File: src/rtl/alu_seq_pkg.sv
// Shared definitions for the sequential ALU datapath: FSM state encoding and byte width.
package alu_seq_pkg;

  localparam int BYTE_W = 8;

  typedef enum logic [1:0] {
    IDLE = 2'd0,
    RUN  = 2'd1,
    DONE = 2'd2
  } state_e;

endpackage

File: src/rtl/cla_seq_adder32_cla8.sv
// 8-bit carry-lookahead adder slice; every carry is a flat sum of generate/propagate products.
module CLA_8bit (
  input  logic [7:0] A,
  input  logic [7:0] B,
  input  logic       Cin,
  output logic [7:0] S,
  output logic       Cout,
  output logic       PG,
  output logic       GG
);

  logic [7:0] gen;
  logic [7:0] prop;
  logic [8:0] carry;
  logic       pChain;
  logic       groupGen;

  assign gen  = A & B;
  assign prop = A ^ B;

  // Carry i+1 = g[i] | p[i]g[i-1] | ... | p[i..0]Cin, expanded term by term.
  always_comb begin
    carry    = '0;
    pChain   = 1'b1;
    groupGen = 1'b0;
    carry[0] = Cin;
    for (int i = 0; i < 8; i++) begin
      pChain = 1'b1;
      for (int j = i; j >= 0; j--) begin
        carry[i+1] = carry[i+1] | (pChain & gen[j]);
        pChain     = pChain & prop[j];
      end
      if (i == 7) groupGen = carry[i+1];
      carry[i+1] = carry[i+1] | (pChain & Cin);
    end
  end

  assign S    = prop ^ carry[7:0];
  assign Cout = carry[8];
  assign PG   = &prop;
  assign GG   = groupGen;

endmodule

File: src/rtl/cla_seq_adder32.sv
// Multi-cycle add/subtract unit: one shared CLA_8bit slice, one byte per clock, LSB first,
// with a start/busy/done handshake and registered S/Cout/ovf/zero results.
module cla_seq_adder32
  import alu_seq_pkg::*;
#(
  parameter int WIDTH  = 32,
  parameter int NBYTES = WIDTH / BYTE_W
) (
  input  logic             clk,
  input  logic             rst_n,
  input  logic             start,
  input  logic [WIDTH-1:0] A,
  input  logic [WIDTH-1:0] B,
  input  logic             Cin,
  input  logic             sub,
  output logic             busy,
  output logic             done,
  output logic [WIDTH-1:0] S,
  output logic             Cout,
  output logic             ovf,
  output logic             zero
);

  localparam int IDX_W = (NBYTES > 1) ? $clog2(NBYTES) : 1;
  localparam logic [IDX_W-1:0] LAST_IDX = IDX_W'(NBYTES - 1);

  state_e           state_q, state_d;
  logic [WIDTH-1:0] opA_q, opA_d;
  logic [WIDTH-1:0] opB_q, opB_d;
  logic [WIDTH-1:0] acc_q, acc_d;
  logic [WIDTH-1:0] sum_q, sum_d;
  logic [IDX_W-1:0] idx_q, idx_d;
  logic             carry_q, carry_d;
  logic             cout_q, cout_d;
  logic             ovf_q, ovf_d;
  logic             zero_q, zero_d;

  logic              accept;
  logic [BYTE_W-1:0] byteA, byteB, byteSum;
  logic              byteCout, claPg, claGg;
  logic              unused_ok;

  assign byteA = opA_q[idx_q*BYTE_W +: BYTE_W];
  assign byteB = opB_q[idx_q*BYTE_W +: BYTE_W];

  CLA_8bit u_cla (
    .A    (byteA),
    .B    (byteB),
    .Cin  (carry_q),
    .S    (byteSum),
    .Cout (byteCout),
    .PG   (claPg),
    .GG   (claGg)
  );

  assign unused_ok = &{1'b0, claPg, claGg};

  assign accept = start && ((state_q == IDLE) || (state_q == DONE));

  always_comb begin
    state_d = state_q;
    opA_d   = opA_q;
    opB_d   = opB_q;
    acc_d   = acc_q;
    sum_d   = sum_q;
    idx_d   = idx_q;
    carry_d = carry_q;
    cout_d  = cout_q;
    ovf_d   = ovf_q;
    zero_d  = zero_q;

    case (state_q)
      IDLE: if (start) state_d = RUN;
      RUN: begin
        acc_d[idx_q*BYTE_W +: BYTE_W] = byteSum;
        carry_d = byteCout;
        idx_d   = idx_q + 1'b1;
        // Results are published only on the final byte so S never shows a partial sum.
        if (idx_q == LAST_IDX) begin
          state_d = DONE;
          idx_d   = '0;
          sum_d   = acc_d;
          cout_d  = byteCout;
          ovf_d   = (opA_q[WIDTH-1] == opB_q[WIDTH-1]) && (acc_d[WIDTH-1] != opA_q[WIDTH-1]);
          zero_d  = (acc_d == '0);
        end
      end
      DONE:    state_d = start ? RUN : IDLE;
      default: state_d = IDLE;
    endcase

    if (accept) begin
      opA_d   = A;
      opB_d   = B ^ {WIDTH{sub}};
      carry_d = sub ? 1'b1 : Cin;
      idx_d   = '0;
    end
  end

  always_ff @(posedge clk or negedge rst_n) begin
    if (!rst_n) state_q <= IDLE;
    else        state_q <= state_d;
  end

  always_ff @(posedge clk or negedge rst_n) begin
    if (!rst_n) begin
      opA_q   <= '0;
      opB_q   <= '0;
      acc_q   <= '0;
      sum_q   <= '0;
      idx_q   <= '0;
      carry_q <= 1'b0;
      cout_q  <= 1'b0;
      ovf_q   <= 1'b0;
      zero_q  <= 1'b0;
    end else begin
      opA_q   <= opA_d;
      opB_q   <= opB_d;
      acc_q   <= acc_d;
      sum_q   <= sum_d;
      idx_q   <= idx_d;
      carry_q <= carry_d;
      cout_q  <= cout_d;
      ovf_q   <= ovf_d;
      zero_q  <= zero_d;
    end
  end

  assign busy = (state_q == RUN);
  assign done = (state_q == DONE);
  assign S    = sum_q;
  assign Cout = cout_q;
  assign ovf  = ovf_q;
  assign zero = zero_q;

endmodule

File: config.mk
export PLATFORM = sky130hd
export DESIGN_NAME = cla_seq_adder32
export DESIGN_NICKNAME = d
export VERILOG_FILES = /design/src/rtl/alu_seq_pkg.sv /design/src/rtl/cla_seq_adder32_cla8.sv /design/src/rtl/cla_seq_adder32.sv
export SDC_FILE = /design/constraint.sdc
export NUM_CORES = 1
export LEC_CHECK = 0
export CORE_ASPECT_RATIO = 1.2
export CORE_MARGIN = 5
export CORE_UTILIZATION = 55
export DETAILED_ROUTE_END_ITERATION = 16
export DONT_BUFFER_PORTS = 1
export PLACE_DENSITY = 0.81
export SLEW_MARGIN = 40
export SYNTH_ARGS = -nofsm -noshare
export SYNTH_HDL_FRONTEND = slang
export SYNTH_HIERARCHICAL = 1
export SYNTH_SLANG_ARGS = --single-unit
File: constraint.sdc
create_clock -name clk -period 5.67 [get_ports clk]
set_input_delay 1.134 -clock clk [delete_from_list [all_inputs] [get_ports clk]]
set_output_delay 1.134 -clock clk [all_outputs]
set_load 0.02 [all_outputs]
==> flow_metrics.env, run 1 <==
export IMPL_num_nets_final=679
export IMPL_netlist_area_mm2=0.00667
export IMPL_status="finished, final reports clean"
export IMPL_relSlewSlack=0.416
export IMPL_cts_path_max_buffers=2
export IMPL_fmax_mhz=232
export IMPL_setup_tns_final_ns=0
export IMPL_endpoint="zero$_DFFE_PN0P_"
export IMPL_drtIter0Drc=280
export IMPL_reg2reg_depth=11
export IMPL_core_mm2=0.0120
export IMPL_finalMaxSlewViolations=0
export IMPL_synth_nets=697
export IMPL_grt_max_degree=137
export IMPL_r2r_start="idx_q[1]$_DFFE_PN0P_"
export IMPL_timing_rr_end="zero$_DFFE_PN0P_"
export IMPL_drive_above_1_share=0.178
export IMPL_cts_tree="yes"
export IMPL_synth_avg_cell_area_um2=10.9
export IMPL_fin_crit_sh=0.761
export IMPL_final_common_cell="dfrtp_1"
export IMPL_grt_use_total=0.223
export IMPL_cts_sinks=136
export IMPL_num_rows=44
export IMPL_area_growth_pct=10.7
export IMPL_drc=0
export IMPL_start_kind="register"
export IMPL_ioPinCount=106
export IMPL_routed_wirelength_um=15600
export IMPL_post_dp_cell_area_mm2=0.00681
export IMPL_fp_dieH_um=131
export IMPL_htreeDepth=4
export IMPL_grt_pass1_wl_um=25500
export IMPL_grt_ovfl_total=0
export IMPL_setup_viol=0
export IMPL_die_x_um=111
export IMPL_hpwl_um=11100
export IMPL_fin_area_mm2=0.00739
export IMPL_initial_core_util=0.556
export IMPL_cts_buffers_inserted=17
export IMPL_synthesis_instances=612
export IMPL_tightest_slew_ns=0.864
export IMPL_pre_cts_ws_ns=1.46
export IMPL_grt_antenna_before_repair=0
export IMPL_dieArea_mm2=0.0144
export IMPL_hold_buffers=0
export IMPL_dr_pass1_iters=5
export IMPL_antenna_cells=0
export IMPL_cp_arrival_ns=4.62
export IMPL_ant_nets=0
export IMPL_crit_fanout=21
export IMPL_vias=4697
export IMPL_fill_cells=976
export IMPL_cts_resized=0
export IMPL_hold_path_class="input pin to asynchronous set/reset pin"
export IMPL_clkSlewWorstSetupHoldPaths_ns=0.05
export IMPL_clk_insertion_delay_late_ns=0.42
export IMPL_setup_slack_ns=1.35
export IMPL_rsz0062_at_grt="false"
export IMPL_cp_startpoint="idx_q[1]$_DFFE_PN0P_"
export IMPL_yosys_warnings=6
export IMPL_end_kind="register"
export IMPL_min_period_ns=4.32
export IMPL_critical_path_required_ns=5.98
export IMPL_r2r_slack_ns=1.35
export IMPL_io_buffers=0
export IMPL_critical_path_class="register to register"
export IMPL_maxCapViolations=0
export IMPL_first_global_vias=4847
export IMPL_layout_common_cells="136 x dfrtp_1, 77 x nand2_1, 61 x o21ai_0"
export IMPL_wl_per_cell_um=20.3
export IMPL_vias_per_cell=6.12
export IMPL_fin_worst_skew_ns=0.0102
export IMPL_gp_congestion=0.952
export IMPL_clockRootBuffer="clkbuf_16"
export IMPL_hold_viol=0
export IMPL_post_cts_repair_setup_buffers=0
[how the worst min path moves through the flow]
stage	from	end	slack [ns]	depth (start not counted)
2_1_floorplan	acc_q[0]$_DFFE_PN0P_	acc_q[0]$_DFFE_PN0P_	0.44	2
4_1_cts	rst_n	S[3]$_DFFE_PN0P_	0.40	0
3_3_place_gp	acc_q[3]$_DFFE_PN0P_	acc_q[3]$_DFFE_PN0P_	0.46	2
6_report	rst_n	S[25]$_DFFE_PN0P_	0.42	0
5_1_grt	rst_n	S[1]$_DFFE_PN0P_	0.40	0
3_5_place_dp	acc_q[3]$_DFFE_PN0P_	acc_q[3]$_DFFE_PN0P_	0.47	2
[worst max-delay path: stages, from the launching register on]
cell and delay, ns:
dfrtp_1 0.88, mux4_2 0.42, ha_1 0.41, a21o_1 0.22, or3_1 0.32, o221ai_2 0.16
xnor2_1 0.28, or2_2 0.40, o31ai_1 0.23, nand2_1 0.08, or4_1 0.44, o41ai_2 0.34
[state kept, by name, summed over array words and instances, names as in the netlist]
signal   flops
Cout         1
S           32
acc_q       32
carry_q      1
idx_q        2
opA_q       32
opB_q       32
ovf          1
state_q      2
zero         1
[area by class of cell]
class | count | area (µm²) | share of cell area
clock buffers | 24 | 492 | 0.0666
multi-input cells | 425 | 3130 | 0.424
inverters | 7 | 26.3 | 0.00356
well taps | 161 | 201 | 0.0273
repair buffers | 7 | 65.1 | 0.00881
clock inverters | 8 | 70.1 | 0.00949
flip-flops and latches | 136 | 3400 | 0.461
[per-stage QoR]
stage | util | cells | hold WS [ns]
after global placement | 0.563 | 735 | 0.458
after global routing | 0.615 | 768 | 0.401
final | 0.615 | 768 | 0.418
after CTS | 0.614 | 768 | 0.403
after detailed placement | 0.567 | 736 | 0.468
after floorplan | - | 612 | 0.442
[layer usage]
layer | GRT usage | up-vias | wire length [µm]
met5 | 0 | - | 0
met4 | 0.101 | 0 | 507
met3 | 0.0755 | 46 | 1250
met2 | 0.378 | 224 | 7930
met1 | 0.259 | 2292 | 5880
li1 | - | 2135 | -
Power of run 1 is left out: the tool's default activity adds up to more than one toggle a clock period on the data nets, which glitch-free logic cannot reach.
==> inputs of run 2 (changes only) <==
--- a/config.mk
+++ b/config.mk
@@ -10,7 +10,7 @@
 export CORE_UTILIZATION = 55
 export DETAILED_ROUTE_END_ITERATION = 16
 export DONT_BUFFER_PORTS = 1
-export PLACE_DENSITY = 0.81
+export PLACE_DENSITY = 0.84
 export SLEW_MARGIN = 40
 export SYNTH_ARGS = -nofsm -noshare
 export SYNTH_HDL_FRONTEND = slang
==> constraint.sdc (replaced) <==
create_clock -name clk -period 3.9 [get_ports clk]
set_input_delay 0.78 -clock clk [delete_from_list [all_inputs] [get_ports clk]]
set_output_delay 0.78 -clock clk [all_outputs]
set_load 0.02 [all_outputs]
==> run 2 against run 1 <==
  * Routed wire length is 1.5% higher
  * Fmax is 15% higher
  * Worst setup slack worse by 1.2 ns
  * Via count is 0.89% higher
  * Count of clock-buffer cells in the layout is 5 lower
  * First-iteration DRC count is 24% higher
  * Clock skew is 0.0026 ns lower
  * Die area stayed put
  * Register-to-register slack worse by 1.2 ns
  * Non-clock buffer count is 15 higher
  * Final cell count is 1.8% higher
==> flow_metrics.env, run 2 (synthesized netlist as in run 1, its figures left out) <==
export IMPL_status="finished, final reports clean"
export IMPL_drtIter0Drc=347
export IMPL_drc=0
export IMPL_grt_use_total=0.223
export IMPL_drive_above_1_share=0.193
export IMPL_end_kind="register"
export IMPL_num_nets_final=694
export IMPL_dr_pass1_iters=5
export IMPL_fill_cells=969
export IMPL_ant_nets=0
export IMPL_hpwl_um=10900
export IMPL_critical_path_class="register to register"
export IMPL_antenna_cells=0
export IMPL_first_global_vias=4977
export IMPL_seq_area_mm2=0.00341
export IMPL_fin_crit_sh=0.961
export IMPL_setup_viol=0
export IMPL_grt_pass1_wl_um=25500
export IMPL_final_common_cell="dfrtp_1"
export IMPL_multi_input_area_mm2=0.00309
export IMPL_die_x_um=111
export IMPL_critical_path_required_ns=4.21
export IMPL_relSlewSlack=0.465
export IMPL_min_period_ns=3.75
export IMPL_wl_per_cell_um=20.2
export IMPL_grt_ovfl_total=0
export IMPL_core_mm2=0.0120
export IMPL_cts_tree="yes"
export IMPL_r2r_start="idx_q[0]$_DFFE_PN0P_"
export IMPL_layout_common_cells="135 x dfrtp_1, 77 x nand2_1, 61 x o21ai_0"
export IMPL_finalMaxSlewViolations=0
export IMPL_hold_buffers=0
export IMPL_clk_insertion_delay_late_ns=0.41
export IMPL_crit_fanout=9
export IMPL_grt_antenna_before_repair=0
export IMPL_cts_path_max_buffers=2
export IMPL_r2r_slack_ns=0.15
export IMPL_num_rows=44
export IMPL_maxCapViolations=0
export IMPL_start_kind="register"
export IMPL_clockRootBuffer="clkbuf_16"
export IMPL_io_buffers=0
export IMPL_tightest_slew_ns=0.796
export IMPL_initial_core_util=0.556
export IMPL_dieArea_mm2=0.0144
export IMPL_fin_worst_skew_ns=0.00753
export IMPL_rsz0062_at_grt="false"
export IMPL_fp_dieH_um=131
export IMPL_hold_viol=0
export IMPL_ioPinCount=106
export IMPL_vias=4739
export IMPL_timing_rr_end="zero$_DFFE_PN0P_"
export IMPL_area_growth_pct=13.3
export IMPL_fmax_mhz=267
export IMPL_routed_wirelength_um=15800
export IMPL_vias_per_cell=6.06
export IMPL_reg2reg_depth=11
export IMPL_grt_max_degree=137
export IMPL_setup_tns_final_ns=0
export IMPL_clkSlewWorstSetupHoldPaths_ns=0.06
export IMPL_hold_path_class="input pin to asynchronous set/reset pin"
export IMPL_cts_sinks=136
export IMPL_gp_congestion=0.907
export IMPL_htreeDepth=4
export IMPL_cts_buffers_inserted=17
export IMPL_cp_arrival_ns=4.06
run 2: how the worst max path moves through the flow:
| stage | depth (start not counted) | slack [ns] | start | end |
|---|---|---|---|---|
| 2_1_floorplan | 14 | 0.03 | idx_q[0]$_DFFE_PN0P_ | zero$_DFFE_PN0P_ |
| 3_3_place_gp | 12 | 0.14 | idx_q[0]$_DFFE_PN0P_ | zero$_DFFE_PN0P_ |
| 3_5_place_dp | 12 | 0.005 | idx_q[0]$_DFFE_PN0P_ | zero$_DFFE_PN0P_ |
| 4_1_cts | 12 | 0.04 | idx_q[0]$_DFFE_PN0P_ | zero$_DFFE_PN0P_ |
| 5_1_grt | 11 | 0.003 | idx_q[0]$_DFFE_PN0P_ | zero$_DFFE_PN0P_ |
| 6_report | 11 | 0.15 | idx_q[0]$_DFFE_PN0P_ | zero$_DFFE_PN0P_ |
run 2: layer usage:
| metal | up-vias | wire (µm) | GRT usage |
|---|---|---|---|
| met4 | 0 | 276 | 0.0768 |
| met2 | 221 | 8450 | 0.407 |
| li1 | 2161 | - | - |
| met3 | 26 | 1330 | 0.0645 |
| met1 | 2331 | 5750 | 0.253 |
| met5 | - | 0 | 0 |
run 2: stage by stage:
step                      worst slack (ns)  std cells   util  hold slack (ns)  cell area (µm²)
after floorplan                     0.0260        612      -            0.442             6690
after global placement               0.136        745  0.569            0.459             6830
after detailed placement           0.00526        746  0.571            0.474             6850
after CTS                           0.0351        777  0.625           0.0541             7500
after global routing               0.00336        782  0.629           0.0524             7550
final                                0.150        782  0.629           0.0660             7550
run 2: layout make-up:
class                      count  share of cell area
clock buffer                  19              0.0586
multi-input combinational    425               0.409
inverter                       7             0.00348
timing repair buffer          22              0.0252
tap                          161              0.0267
sequential                   136               0.451
clock inverter                12              0.0265
run 2: critical path, cell delays in order (launching register included):
cell     delay, ns
dfrtp_4       0.50
buf_4         0.15
mux4_2        0.56
ha_1          0.36
a21oi_2       0.23
inv_1         0.08
a21oi_1       0.22
xnor2_1       0.14
or3_1         0.38
a22o_1        0.20
or4_1         0.53
o41ai_2       0.31
run 2: what timing repair did:
action / CTS / global route
setup buffers: 0 / 5
resized for setup: 1 / 1
endpoints found under the hold margin: 0 / 0
setup endpoints to repair: 1 / 1
Power of run 2 is left out for the same reason.
==> inputs of run 3 (changes only) <==
--- a/config.mk
+++ b/config.mk
@@ -10,6 +10,7 @@
 export CORE_UTILIZATION = 55
 export DETAILED_ROUTE_END_ITERATION = 16
 export DONT_BUFFER_PORTS = 1
+export MAX_ROUTING_LAYER = met4
 export PLACE_DENSITY = 0.84
 export SLEW_MARGIN = 40
 export SYNTH_ARGS = -nofsm -noshare
==> run 3 against run 2 <==
  * Die area unchanged
  * Routed wire length about the same
  * Sequential cell count stayed put
  * Critical path depth unchanged
  * Cell area unchanged
  * Utilization is the same
  * Final cell count unchanged
  * Sequential share of layout area unchanged
  * Non-clock buffer count unchanged
  * Largest cell class unchanged
  * Highest routed layer unchanged
==> flow_metrics.env, run 3 (synthesized netlist as in run 1, its figures left out) <==
export IMPL_met3_length_um=1270
export IMPL_first_global_vias=4990
export IMPL_critical_path_class="register to register"
export IMPL_min_period_ns=3.74
export IMPL_setup_viol=0
export IMPL_grt_pass1_wl_um=25500
export IMPL_num_nets_final=694
export IMPL_r2r_slack_ns=0.16
export IMPL_fin_crit_sh=0.960
export IMPL_gp_congestion=0.922
export IMPL_final_cell_count_no_fill=782
export IMPL_core_mm2=0.0120
export IMPL_dp_cells=746
export IMPL_routed_top_layer="met4"
export IMPL_ioPinCount=106
export IMPL_dieArea_mm2=0.0144
export IMPL_setup_slack_ns=0.157
export IMPL_die_x_um=111
export IMPL_cts_tree="yes"
export IMPL_clkSlewWorstSetupHoldPaths_ns=0.06
export IMPL_wl_met1_um=5820
export IMPL_grt_ovfl_total=0
export IMPL_routed_wirelength_um=15800
export IMPL_setup_tns_final_ns=0
export IMPL_cp_arrival_ns=4.05
export IMPL_status="finished, final reports clean"
export IMPL_grt_use_total=0.230
export IMPL_num_rows=44
export IMPL_r2r_start="idx_q[0]$_DFFE_PN0P_"
export IMPL_cts_path_max_buffers=2
export IMPL_initial_core_util=0.556
export IMPL_drive_above_1_share=0.193
export IMPL_hold_path_class="input pin to asynchronous set/reset pin"
export IMPL_wl_met2_um=8410
export IMPL_rsz0062_at_grt="false"
export IMPL_cts_sinks=136
export IMPL_htreeDepth=4
export IMPL_io_buffers=0
export IMPL_critical_path_required_ns=4.21
export IMPL_fill_cells=969
export IMPL_maxCapViolations=0
export IMPL_start_kind="register"
export IMPL_pre_cts_ws_ns=0.00526
export IMPL_antenna_cells=0
export IMPL_final_common_cell="dfrtp_1"
export IMPL_dr_pass1_iters=5
export IMPL_ant_nets=0
export IMPL_crit_fanout=9
export IMPL_grt_antenna_before_repair=0
export IMPL_relSlewSlack=0.485
export IMPL_seq_area_mm2=0.00341
export IMPL_tightest_slew_ns=0.766
export IMPL_vias_per_cell=6.09
export IMPL_fp_dieH_um=131
export IMPL_clockRootBuffer="clkbuf_16"
export IMPL_clk_insertion_delay_late_ns=0.41
export IMPL_multi_input_area_mm2=0.00309
export IMPL_grt_max_degree=137
export IMPL_layout_common_cells="135 x dfrtp_1, 77 x nand2_1, 61 x o21ai_0"
export IMPL_vias=4765
export IMPL_hold_viol=0
export IMPL_reg2reg_depth=11
export IMPL_fin_worst_skew_ns=0.00732
export IMPL_finalMaxSlewViolations=0
export IMPL_wl_per_cell_um=20.2
export IMPL_area_growth_pct=13.3
export IMPL_end_kind="register"
export IMPL_drtIter0Drc=363
export IMPL_cts_buffers_inserted=17
export IMPL_drc=0
export IMPL_timing_rr_end="zero$_DFFE_PN0P_"
export IMPL_fmax_mhz=267
export IMPL_hpwl_um=10900
==> run 3: repair_timing <==
| item | in CTS | in global routing |
|---|---|---|
| setup buffers | 0 | 5 |
| hold buffers | 0 | 0 |
| setup endpoints to repair | 1 | 1 |
| gates resized for setup | 1 | 1 |
==> run 3: critical path: stages, from the launching register on <==
cell and delay, ns:
dfrtp_4 0.50, buf_4 0.15, mux4_2 0.56, ha_1 0.36, a21oi_2 0.23, inv_1 0.08, a21oi_1 0.20, xnor2_1 0.14
or3_1 0.38, a22o_1 0.20, or4_1 0.53, o41ai_2 0.31
==> run 3: area by class of cell <==
type	instances	share of cell area
Sequential cell	136	0.451
Multi-Input combinational cell	425	0.409
Clock buffer	19	0.0586
Tap cell	161	0.0267
Clock inverter	12	0.0265
Timing Repair Buffer	22	0.0252
Inverter	7	0.00348
==> run 3: how the worst max path moves through the flow <==
stage,from,end
after detailed placement,idx_q[0]$_DFFE_PN0P_,zero$_DFFE_PN0P_
after CTS,idx_q[0]$_DFFE_PN0P_,zero$_DFFE_PN0P_
after global routing,idx_q[0]$_DFFE_PN0P_,zero$_DFFE_PN0P_
after global placement,idx_q[0]$_DFFE_PN0P_,zero$_DFFE_PN0P_
final,idx_q[0]$_DFFE_PN0P_,zero$_DFFE_PN0P_
after floorplan,idx_q[0]$_DFFE_PN0P_,zero$_DFFE_PN0P_
==> run 3: metrics by stage <==
stage	cell area, µm²	hold slack, ns	utilization
3_5_place_dp	6850	0.474	0.571
2_1_floorplan	6690	0.442	-
5_1_grt	7550	0.0501	0.629
4_1_cts	7500	0.0541	0.625
3_3_place_gp	6830	0.459	0.569
6_report	7550	0.0676	0.629
==> run 3: per-layer routing <==
layer / track usage / vias to the layer above
met2: 0.408 / 229
met3: 0.0613 / 28
met1: 0.255 / 2344
met4: 0.0746 / 0
li1: - / 2164
met5: - / -
Power of run 3 is left out for the same reason.
